--- config.mk ---
export PLATFORM = sky130hd
export DESIGN_NAME = pht_update_ctrl
export DESIGN_NICKNAME = d
export VERILOG_FILES = /design/src/rtl/pht_update_ctrl.sv
export SDC_FILE = /design/constraint.sdc
export NUM_CORES = 1
export LEC_CHECK = 0
export ABC_AREA = 1
export BUFFER_PORTS_ARGS = -buffer_cell sky130_fd_sc_hd__buf_2
export CORE_MARGIN = 2
export CORE_UTILIZATION = 40
export CTS_BUF_LIST = sky130_fd_sc_hd__clkbuf_8
export CTS_CLUSTER_SIZE = 30
export DETAILED_ROUTE_END_ITERATION = 12
export HOLD_SLACK_MARGIN = 0.02
export PLACE_DENSITY = 0.68
export SYNTH_ARGS = -nofsm -noshare
export SYNTH_HDL_FRONTEND = slang
export SYNTH_SLANG_ARGS = --single-unit
export TNS_END_PERCENT = 50
--- constraint.sdc ---
create_clock -name CLK -period 1.51 [get_ports CLK]
set_input_delay 0.0755 -clock CLK [delete_from_list [all_inputs] [get_ports CLK]]
set_output_delay 0.0755 -clock CLK [all_outputs]
set_load 0.01 [all_outputs]
--- src/rtl/pht_update_ctrl.sv ---
// pht_update_ctrl
//   Write-side controller for the 2-bit pattern history table RAM.
//   After reset or a reinit pulse it sweeps every entry to INIT_VAL, then
//   arbitrates saturating-counter updates from two resolution lanes onto the
//   single RAM write port through a registered read-modify-write pipeline.
//
// Ports
//   CLK, RST                      clock, synchronous active-high reset
//   reinit                        pulse: restart the init sweep
//   req{0,1}_valid/_idx/_taken    update request lanes
//   req{0,1}_ready                lane accepted when valid & ready
//   init_done                     sweep complete, updates accepted
//   ram_ar / ram_q                read address (A2) / async read data (Q2)
//   ram_wen, ram_cen              write enable (CEN mirrors WEN)
//   ram_aw, ram_di                write address / write data
module pht_update_ctrl #(
  parameter int unsigned IDX_W    = 5,
  parameter logic [1:0]  INIT_VAL = 2'b01
) (
  input  logic             CLK,
  input  logic             RST,
  input  logic             reinit,
  input  logic             req0_valid,
  input  logic [IDX_W-1:0] req0_idx,
  input  logic             req0_taken,
  output logic             req0_ready,
  input  logic             req1_valid,
  input  logic [IDX_W-1:0] req1_idx,
  input  logic             req1_taken,
  output logic             req1_ready,
  output logic             init_done,
  output logic [IDX_W-1:0] ram_ar,
  input  logic [1:0]       ram_q,
  output logic             ram_wen,
  output logic             ram_cen,
  output logic [IDX_W-1:0] ram_aw,
  output logic [1:0]       ram_di
);

  typedef enum logic {S_INIT, S_RUN} state_t;

  state_t           state, state_nx;
  logic [IDX_W-1:0] sc, sc_nx;
  logic             rr, rr_nx;
  logic             s1_valid, s1_valid_nx;
  logic [IDX_W-1:0] s1_idx, s1_idx_nx;
  logic             s1_taken, s1_taken_nx;
  logic [1:0]       s1_cnt, s1_cnt_nx;

  logic             grant0, grant1;
  logic [IDX_W-1:0] sel_idx;
  logic             sel_taken;
  logic [1:0]       w_di;
  logic [1:0]       cnt_in;

  always_ff @(posedge CLK) begin
    if (RST) begin
      state    <= S_INIT;
      sc       <= '0;
      rr       <= 1'b0;
      s1_valid <= 1'b0;
      s1_idx   <= '0;
      s1_taken <= 1'b0;
      s1_cnt   <= '0;
    end else begin
      state    <= state_nx;
      sc       <= sc_nx;
      rr       <= rr_nx;
      s1_valid <= s1_valid_nx;
      s1_idx   <= s1_idx_nx;
      s1_taken <= s1_taken_nx;
      s1_cnt   <= s1_cnt_nx;
    end
  end

  // Round-robin only matters when both lanes contend.
  assign grant0    = req0_valid & (~req1_valid | ~rr);
  assign grant1    = req1_valid & (~req0_valid |  rr);
  assign sel_idx   = grant1 ? req1_idx   : req0_idx;
  assign sel_taken = grant1 ? req1_taken : req0_taken;

  // Saturating 2-bit counter update for the entry in stage W.
  always_comb begin
    w_di = s1_cnt;
    if (s1_taken) begin
      if (s1_cnt != 2'b11) w_di = s1_cnt + 2'b01;
    end else begin
      if (s1_cnt != 2'b00) w_di = s1_cnt - 2'b01;
    end
  end

  // Stage W writes the RAM at this edge, so ram_q is stale for that index.
  assign cnt_in = (s1_valid && (s1_idx == sel_idx)) ? w_di : ram_q;

  always_comb begin
    state_nx    = state;
    sc_nx       = sc;
    rr_nx       = rr;
    s1_valid_nx = 1'b0;
    s1_idx_nx   = s1_idx;
    s1_taken_nx = s1_taken;
    s1_cnt_nx   = s1_cnt;
    case (state)
      S_INIT: begin
        sc_nx = sc + 1'b1;
        if (sc == '1) state_nx = S_RUN;
        if (reinit) begin
          sc_nx    = '0;
          state_nx = S_INIT;
        end
      end
      default: begin
        if (reinit) begin
          state_nx = S_INIT;
          sc_nx    = '0;
        end else if (grant0 | grant1) begin
          s1_valid_nx = 1'b1;
          s1_idx_nx   = sel_idx;
          s1_taken_nx = sel_taken;
          s1_cnt_nx   = cnt_in;
          if (req0_valid & req1_valid) rr_nx = ~rr;
        end
      end
    endcase
  end

  // Outputs are forced to their reset values combinationally while RST is high.
  always_comb begin
    ram_wen    = 1'b0;
    ram_aw     = '0;
    ram_di     = INIT_VAL;
    ram_ar     = '0;
    req0_ready = 1'b0;
    req1_ready = 1'b0;
    init_done  = 1'b0;
    if (!RST) begin
      ram_ar    = sel_idx;
      init_done = (state == S_RUN);
      if (state == S_RUN) begin
        req0_ready = ~reinit & grant0;
        req1_ready = ~reinit & grant1;
      end
      if (state == S_INIT) begin
        ram_wen = 1'b1;
        ram_aw  = sc;
        ram_di  = INIT_VAL;
      end else if (s1_valid) begin
        ram_wen = 1'b1;
        ram_aw  = s1_idx;
        ram_di  = w_di;
      end
    end
  end

  assign ram_cen = ram_wen;

endmodule

==> results of run 1 <==
[worst paths after layout]
kind	from	endpoint	slack, ns	depth (start not counted)
min	req0_taken	s1_taken	0.08	3
max reg2reg	rr	s1_cnt[0]	0.05	11
min reg2reg	s1_cnt[1]	s1_cnt[1]	0.49	2
max	rr	s1_cnt[0]	0.05	11
[critical path, stage by stage (launching register included)]
cell and delay, ns:
dfxtp_2 0.36, inv_4 0.05, nand2_8 0.11, buf_12 0.11, nand3b_1 0.07, nand3_1 0.08, nand2_1 0.11, nor2_4 0.13
nand3_2 0.08, nand2_1 0.07, nand3_1 0.07, a21oi_1 0.13
[power breakdown]
group	leakage, uW	switching [uW]	internal, uW	total (uW)
Clock	0.0000288	161	232	393
Sequential	0.000130	1.71	425	426
Combinational	0.000572	117	84.4	202
Total	0.000730	280	741	1020
[cells by family (layout without fill, tap and decap cells)]
family,after synthesis,count (layout),synth area share [%]
fa+ha+maj,2,2,2.20
compound gates,29,29,15.0
xor+xnor,1,1,0.769
buf+inv,38,81,14.2
simple gates,86,86,39.7
flops,16,16,28.1
[final cells by class]
type	instances	area, sq um
Clock buffer	4	55.1
Fill cell	245	1160
Inverter	30	115
Multi-Input combinational cell	118	751
Sequential cell	16	322
Tap cell	31	38.8
Timing Repair Buffer	47	289
[cell usage after synthesis, types with 2 or more instances]
| library cell | n |
|---|---|
| buf_4 | 3 |
| or2_2 | 2 |
| ha_1 | 2 |
| nor2_2 | 3 |
| a21oi_1 | 13 |
| a31oi_1 | 2 |
| clkbuf_1 | 4 |
| nor3_1 | 5 |
| nand4_1 | 2 |
| o211ai_1 | 4 |
| nor2_1 | 14 |
| nand2_1 | 26 |
| dfxtp_1 | 16 |
| nand3_1 | 19 |
| nand3_2 | 5 |
| nand2_4 | 2 |
| nand3b_1 | 3 |
| o22ai_1 | 3 |
| nand2_2 | 2 |
| inv_1 | 29 |
| a211oi_1 | 3 |
| o21ai_0 | 3 |
[flip-flops by register name, indices dropped and copies added (netlist names)]
signal	cells
rr	1
s1_cnt	2
s1_idx	5
s1_taken	1
s1_valid	1
sc	5
state	1
[per-layer routing]
layer,wire length [um],GRT usage [%],vias up
met1,1380,23.4,589
met5,0,0,-
met4,63,8.31,0
met3,151,4.99,7
li1,-,-,653
met2,1500,28.4,33
[per-stage QoR]
stage | power (uW) | area, sq um | TNS, ns
6_report | 1020 | 1570 | 0
5_1_grt | 1060 | 1570 | -0.0584
2_1_floorplan | 533 | 1140 | 0
3_5_place_dp | 589 | 1340 | 0
4_1_cts | 980 | 1400 | 0
3_3_place_gp | 589 | 1340 | 0
[timing repair]
| item | 4_1_cts | 5_1_grt |
|---|---|---|
| endpoints found under the setup margin | 0 | 9 |
| hold buffers | 0 | 0 |
| buffers inserted | 0 | 7 |
| resized for setup | 0 | 28 |
==> qor.yml, run 1 <==
floorplan:
  fp.dieH_um: 57.4
  fp.dieW_um: 57.4
  row_count: 19
  dieArea_sq_um: 3290
  initial_utilization_pct: 41.7
  core_area_sq_um: 2730
  ios: 36
worst_hold_path:
  hold_class: "in -> reg"
synthesis:
  synth_cells: 172
  ys.flop_type: "dfxtp_1"
  syn_area_sq_um: 1140
  syn-num-nets: 193
  avgSynthCellArea_sq_um: 6.63
  ys_top_cells_by_area: "dfxtp_1 (28%), inv_1 (9.5%), nand2_1 (8.6%)"
  synth.distinct_cells: 29
  synth_area_leader_cell: "dfxtp_1"
  synth-edff-count: 0
  yosysWarnings: 0
  async_flop_share_pct: 0
  ys_ff_latch: 16
  yosysSeqAreaShare_pct: 28.1
  yosysTopAreaCellShare_pct: 28.1
finish:
  final_nets: 237
  layout-drive-gt1-share_pct: 38.6
  final_cell_mix: "buf_2 (35), inv_1 (28), nand2_1 (18)"
  final_cells: 246
  fin_util_pct: 57.4
  insertedDiodeCount: 0
  final_common_cell: "buf_2"
  area_delta_synth_final_pct: 37.8
sta:
  max_freq_mhz: 686
  hold_viol: 0
  period_share_pct: 96.6
  report.final.slew_viol_count: 0
  setup_ws_ns: 0.0515
  setup_viol_count_final: 0
  min_period_ns: 1.46
  holdWs_ns: 0.0780
  worstMarginPinSlew_ns: 0.397
  slew_headroom_pct: 73.5
  fin_worst_skew_ns: 0.00167
  rsz0062_at_grt: "true"
detailed_routing:
  drt.antenna.violating_nets: 0
  routedWlPerCell_um: 12.6
  firstDrtPassIters: 4
  viasPerCell: 5.21
  wirelength_um: 3100
  vias: 1282
  drt_iter0_markers: 33
  drc: 0
cts:
  cts_tree: "built"
  cts_root_buf: "clkbuf_8"
  clockBufferDepth: 2
  cts.clk_slew.worst_paths_ns: 0.07
  clock_latency_ns: 0.26
  htree_levels: 1
  cts_inserted_buffers: 3
  cts_sinks: 16
global_route:
  antenna_found_initial: 0
  track_usage_pct: 18.2
  grt_pass1_wl_um: 4640
  gr-total-overflow: 0
  grt_max_degree: 20
  grt_pass1_vias: 1078
place:
  preCtsSetupSlack_ns: 0.0442
  dp_hpwl_um: 2170
  dp_cells: 235
  finalWeightedCongestion: 0.802
  port_buffers: 35
worst_setup_path:
  critical_path_class: "reg -> reg"
  critical_path_required_ns: 1.70
  startpoint_type: "flop"
  crit_fanout: 7
  crit_arrival_ns: 1.65
  end_kind: "flop"
power_and_ir_drop:
  leakage_uw: 0.000730
  p_per_area_nw_per_um2: 650
  irDropWorstVdd_uv: 624
job:
  cap_violations: 0
run_status:
  status: "finished, final reports clean"
Power figures use the tool's default switching activity.
==> inputs of run 2 (changes only) <==
- ABC_AREA: 1 -> not set
- CORE_MARGIN: 2 -> not set
- PLACE_DENSITY: 0.68 -> 0.71
- clock period: 1.51 -> 1.2 ns (I/O delays scaled with it)
==> qor.yml, run 2 <==
detailed_routing:
  drc: 0  # unchanged
  viasPerCell: 5.61  # +7.6%
  wirelength_um: 3790  # +22%
  routedWlPerCell_um: 15.9  # +26%
  drt_iter0_markers: 43  # +30%
  vias: 1334  # +4.1%
  firstDrtPassIters: 4  # unchanged
  drt.antenna.violating_nets: 0  # unchanged
synthesis:
  ys_top_cells_by_area: "dfxtp_1 (28%), nor2_1 (9.3%), mux2i_1 (7.1%)"
  yosysWarnings: 0  # unchanged
  synth_cells: 142  # -17%
  async_flop_share_pct: 0  # unchanged
  synth_area_leader_cell: "dfxtp_1"
  synth-edff-count: 0  # unchanged
  avgSynthCellArea_sq_um: 7.94  # +20%
  syn_area_sq_um: 1130  # -1.1%
  yosysSeqAreaShare_pct: 28.4  # +0.31 points
  ys_ff_latch: 16  # unchanged
  synth.distinct_cells: 44  # +52%
  syn-num-nets: 163  # -16%
  yosysMostFrequentCell: "nor2_1"
  synth_common_cells: "nor2_1 (28), dfxtp_1 (16), mux2i_1 (8), nand2b_1 (8), nand3_1 (8)"
  ys.flop_type: "dfxtp_1"
  yosysTopAreaCellShare_pct: 28.4  # +0.31 points
cts:
  clockBufferDepth: 2  # unchanged
  htree_levels: 1  # unchanged
  cts_tree: "built"
  clock_latency_ns: 0.25  # about the same
  cts_inserted_buffers: 3  # unchanged
  cts_sinks: 16  # unchanged
  cts.clk_slew.worst_paths_ns: 0.07  # about the same
  cts_root_buf: "clkbuf_8"
  cts_hold_buffers: 0  # unchanged
sta:
  hold_viol: 0  # unchanged
  rsz0062_at_grt: "true"
  min_period_ns: 1.57  # +0.109 ns
  setup_ws_ns: -0.368  # -0.419 ns
  period_share_pct: 131  # +34 points
  fin_tns_setup_ns: -3.54  # -3.54 ns
  worstMarginPinSlew_ns: 0.354  # -0.0428 ns
  fin_worst_skew_ns: 0.00400  # +0.00232 ns
  max_freq_mhz: 638  # -7.0%
  setup_viol_count_final: 24  # +24
  report.final.slew_viol_count: 0  # unchanged
  slew_headroom_pct: 76.1  # +2.6 points
power_and_ir_drop:
  leakage_uw: 0.000785  # +7.4%
  finalPower_uw: 1290  # +26%
  irDropWorstVdd_uv: 808  # +29%
  p_per_area_nw_per_um2: 714  # +9.8%
finish:
  final_common_cell: "buf_2"
  layout-drive-gt1-share_pct: 53.4  # +15 points
  n_fill_cell: 201  # -18%
  multiInputGateArea_sq_um: 885  # +18%
  final_nets: 230  # -3.0%
  area_delta_synth_final_pct: 60.4
  top_regs: "s1_idx x5, sc x5, s1_cnt x2"
  final_cell_mix: "buf_2 (35), buf_4 (28), nor2_1 (27)"
  insertedDiodeCount: 0  # unchanged
  final_cells: 238  # -3.3%
  seq_area_sq_um: 333  # +3.5%
global_route:
  grt_pass1_wl_um: 5310  # +14%
  grt_pass1_vias: 1232  # +14%
  grt_max_degree: 16  # -20%
  gr-total-overflow: 0  # unchanged
  track_usage_pct: 24.6  # +6.4 points
  antenna_found_initial: 0  # unchanged
worst_setup_path:
  crit_arrival_ns: 1.76  # +0.11 ns
  end_kind: "flop"
  crit_fanout: 5  # -2
  reg2reg_depth: 6  # -5
  critical_path_class: "reg -> reg"
  startpoint_type: "flop"
  critical_path_required_ns: 1.39  # -0.31 ns
run_status:
  failed_checks: "negative setup slack"
  status: "finished with violations"
place:
  dp_cells: 225  # -4.3%
  port_buffers: 35  # unchanged
  finalWeightedCongestion: 0.903  # +13%
  dp_hpwl_um: 2400  # +10%
floorplan:
  ios: 36  # unchanged
  fp.dieH_um: 55.1  # -4.0%
  fp.dieW_um: 55.1  # -4.0%
  dieArea_sq_um: 3030  # -7.8%
  initial_utilization_pct: 43.9  # +2.2 points
  core_area_sq_um: 2570  # -6.1%
  row_count: 18  # -1
worst_hold_path:
  hold-path-cell-count: 3  # unchanged
  hold_class: "in -> reg"
job:
  cap_violations: 0  # unchanged
==> run 2: cell count changes after synthesis, moves of 8 or more <==
cell / before / now
a21oi_1: 13 / 2
nor2_1: 14 / 28
mux2i_1: 0 / 8
inv_1: 29 / 6
nand2b_1: 0 / 8
nand3_1: 19 / 8
nand2_1: 26 / 5
==> run 2: kinds of logic (layout without fill, tap and decap cells) <==
logic type	after synthesis	in the layout	share of synthesized area (%)
multiplexers	9	9	9.10
AO/OA/AOI/OAI	28	28	19.2
flip-flops	16	16	28.4
XOR/XNOR	5	5	3.89
AND/OR/NAND/NOR	67	67	30.4
adder cells (fa/ha/maj)	3	3	3.11
buffers and inverters	14	80	5.88
==> run 2: what timing repair did <==
| item | in CTS | in global routing |
|---|---|---|
| cloned | 0 | 0 |
| buffers inserted | 9 | 1 |
| resized for setup | 28 | 18 |
| endpoints found under the setup margin | 25 | 25 |
| hold endpoints to repair | 0 | 0 |
| pin swaps | 16 | 7 |
==> run 2: layout make-up <==
class / instances / share of cell area (%)
Clock buffer: 4 / 3.04
Inverter: 6 / 1.38
Multi-Input combinational cell: 112 / 48.9
Timing Repair Buffer: 70 / 26.2
Sequential cell: 16 / 18.4
Tap cell: 30 / 2.08
==> run 2: worst paths after layout <==
path	startpoint	endpoint	slack [ns]
setup reg to reg	rr	s1_cnt[0]	-0.37
setup / recovery	rr	s1_cnt[0]	-0.37
hold reg to reg	s1_taken	s1_taken	0.54
hold / removal	req0_taken	s1_taken	0.06
==> run 2: report_power, final <==
part	switching (uW)	leakage, uW	internal (uW)
sequential	3.86	0.000133	530
clock	206	0.0000288	292
combinational	134	0.000623	125
total	344	0.000785	947
==> run 2: worst max-delay path, cell delays in order, from the launching register on <==
cell	delay (ns)
dfxtp_2	0.35
nand2b_4	0.18
nand2_8	0.08
mux2i_4	0.20
o2111a_2	0.29
or3_1	0.34
o211ai_2	0.07
==> run 2: routing by layer <==
layer	part of all wire, %	routed length, um	track usage [%]	vias to the layer above
met5	0	0	0	-
met4	1.9	72	5.42	0
met3	5.8	219	6.56	10
met2	52	1970	46.0	52
met1	40	1530	27.6	642
li1	-	-	-	630
==> run 2: stage by stage <==
| step | cell area [sq um] | hold WS (ns) | setup WS, ns | utilization, % |
|---|---|---|---|---|
| 6_report | 1810 | 0.0572 | -0.368 | 70.4 |
| 5_1_grt | 1810 | 0.0570 | -0.417 | 70.4 |
| 4_1_cts | 1720 | 0.0694 | -0.333 | 67.1 |
| 3_5_place_dp | 1500 | 0.339 | -0.349 | 58.4 |
| 3_3_place_gp | 1500 | 0.342 | -0.296 | 58.4 |
| 2_1_floorplan | 1140 | 0.174 | -0.369 | - |
==> inputs of run 3 (changes only) <==
- CORE_UTILIZATION: 40 -> 47
- PLACE_DENSITY: 0.71 -> 0.81
- SLEW_MARGIN: not set -> 0
==> qor.yml, run 3 (synthesized netlist as in run 2, its figures left out) <==
run_status:
  status: "finished with violations"
  failed_checks: "negative setup slack"
global_route:
  grt_max_degree: 18  # +2
  gr-total-overflow: 0  # unchanged
  track_usage_pct: 29.6  # +4.9 points
  grt_pass1_wl_um: 5830  # +9.9%
  grt_pass1_vias: 1339  # +8.7%
  antenna_found_initial: 0  # unchanged
floorplan:
  fp.dieW_um: 51.0  # -7.5%
  fp.dieH_um: 51.0  # -7.5%
  initial_utilization_pct: 50.5  # +6.6 points
  dieArea_sq_um: 2600  # -14%
  ios: 36  # unchanged
  core_area_sq_um: 2230  # -13%
  row_count: 17  # -1
sta:
  slew_headroom_pct: 69.4  # -6.7 points
  min_period_ns: 1.60  # +0.0298 ns
  worstMarginPinSlew_ns: 0.454  # +0.0998 ns
  hold_viol: 0  # unchanged
  fin_tns_setup_ns: -3.56  # -0.0167 ns
  report.final.slew_viol_count: 0  # unchanged
  setup_ws_ns: -0.398  # -0.0298 ns
  holdWs_ns: 0.0934  # +0.0362 ns
  setup_viol_count_final: 22  # -8.3%
  fin_worst_skew_ns: 0.000837  # -0.00316 ns
  max_freq_mhz: 626  # -1.9%
  period_share_pct: 133  # +2.5 points
  rsz0062_at_grt: "true"
worst_setup_path:
  end_kind: "flop"
  critical_path_class: "reg -> reg"
  r2r_start: "rr"
  startpoint_type: "flop"
  reg2reg_depth: 6  # unchanged
  critical_path_required_ns: 1.37  # -0.02 ns
  crit_arrival_ns: 1.77  # about the same
  crit_fanout: 5  # unchanged
  startpoint: "rr"
power_and_ir_drop:
  irDropWorstVdd_uv: 990  # +23%
  leakage_uw: 0.000763  # -2.8%
  p_per_area_nw_per_um2: 725  # +1.6%
finish:
  top_regs: "s1_idx x5, sc x5, s1_cnt x2"
  insertedDiodeCount: 0  # unchanged
  final_nets: 227  # -1.3%
  layout-drive-gt1-share_pct: 50.7  # -2.6 points
  area_delta_synth_final_pct: 55.8
  stdcell_area_sq_um: 1760  # -2.8%
  n_fill_cell: 149  # -26%
  final_common_cell: "buf_2"
  final_cell_mix: "buf_2 (35), nor2_1 (27), buf_4 (26)"
cts:
  cts.clk_slew.worst_paths_ns: 0.06  # about the same
  htree_levels: 1  # unchanged
  clockBufferDepth: 2  # unchanged
  clock_latency_ns: 0.24  # about the same
  cts_sinks: 16  # unchanged
  cts_inserted_buffers: 3  # unchanged
  cts_root_buf: "clkbuf_8"
  cts_tree: "built"
  cts_hold_buffers: 0  # unchanged
worst_hold_path:
  hold_start: "req0_taken"
  hold-path-cell-count: 3  # unchanged
  hold_class: "in -> reg"
detailed_routing:
  wirelength_um: 3840  # +1.6%
  routedWlPerCell_um: 16.5  # +3.7%
  vias: 1331  # -0.22%
  drt.antenna.violating_nets: 0  # unchanged
  firstDrtPassIters: 4  # unchanged
  drt_iter0_markers: 57  # +33%
  viasPerCell: 5.71  # +1.9%
  drc: 0  # unchanged
place:
  finalWeightedCongestion: 0.801  # -11%
  port_buffers: 35  # unchanged
  dp_hpwl_um: 2490  # +3.8%
  dpl_cell_area_sq_um: 1500  # -0.33%
job:
  cap_violations: 0  # unchanged
run 3: per-stage QoR:
stage                     power (uW)  utilization, %  setup slack (ns)  cells
after floorplan                  659               -            -0.369    142
after global placement           751            66.9            -0.290    221
after detailed placement         757            66.9            -0.349    221
after CTS                       1250            74.5            -0.344    231
after global routing            1320            78.7            -0.439    233
final                           1270            78.7            -0.398    233
run 3: critical path: stages (launching register included):
cell      delay, ns
dfxtp_2        0.36
nand2b_4       0.18
nand2_8        0.07
mux2i_4        0.20
o2111a_2       0.29
or3_4          0.33
o211ai_2       0.08
run 3: final cells by class:
cell class	instances	area (sq um)	area share (%)
Timing Repair Buffer	67	450	25.6
Inverter	6	22.5	1.28
Sequential cell	16	327	18.6
Multi-Input combinational cell	112	867	49.4
Tap cell	28	35.0	1.99
Clock buffer	4	55.1	3.13
run 3: worst paths after layout:
kind | to | slack [ns]
setup / recovery | s1_cnt[0] | -0.40
setup reg to reg | s1_cnt[0] | -0.40
hold / removal | s1_taken | 0.09
hold reg to reg | sc[4] | 0.54
run 3: layer usage:
layer  part of all wire [%]  vias up  global-route usage [%]
met5                      0        -                       0
met4                    2.0        0                    9.72
met3                    4.2       12                    2.38
met2                     55       47                    57.9
met1                     39      648                    32.8
li1                       -      624                       -
run 3: timing repair:
item                                    CTS  global route
setup buffers                             6             2
endpoints found under the setup margin   26            27
gates resized for setup                  20            18
pin swaps                                 4             5
run 3: power breakdown:
group | internal, uW | total, uW | switching (uW)
combinational | 123 | 262 | 139
clock | 290 | 473 | 182
sequential | 535 | 539 | 3.97
total | 949 | 1270 | 325
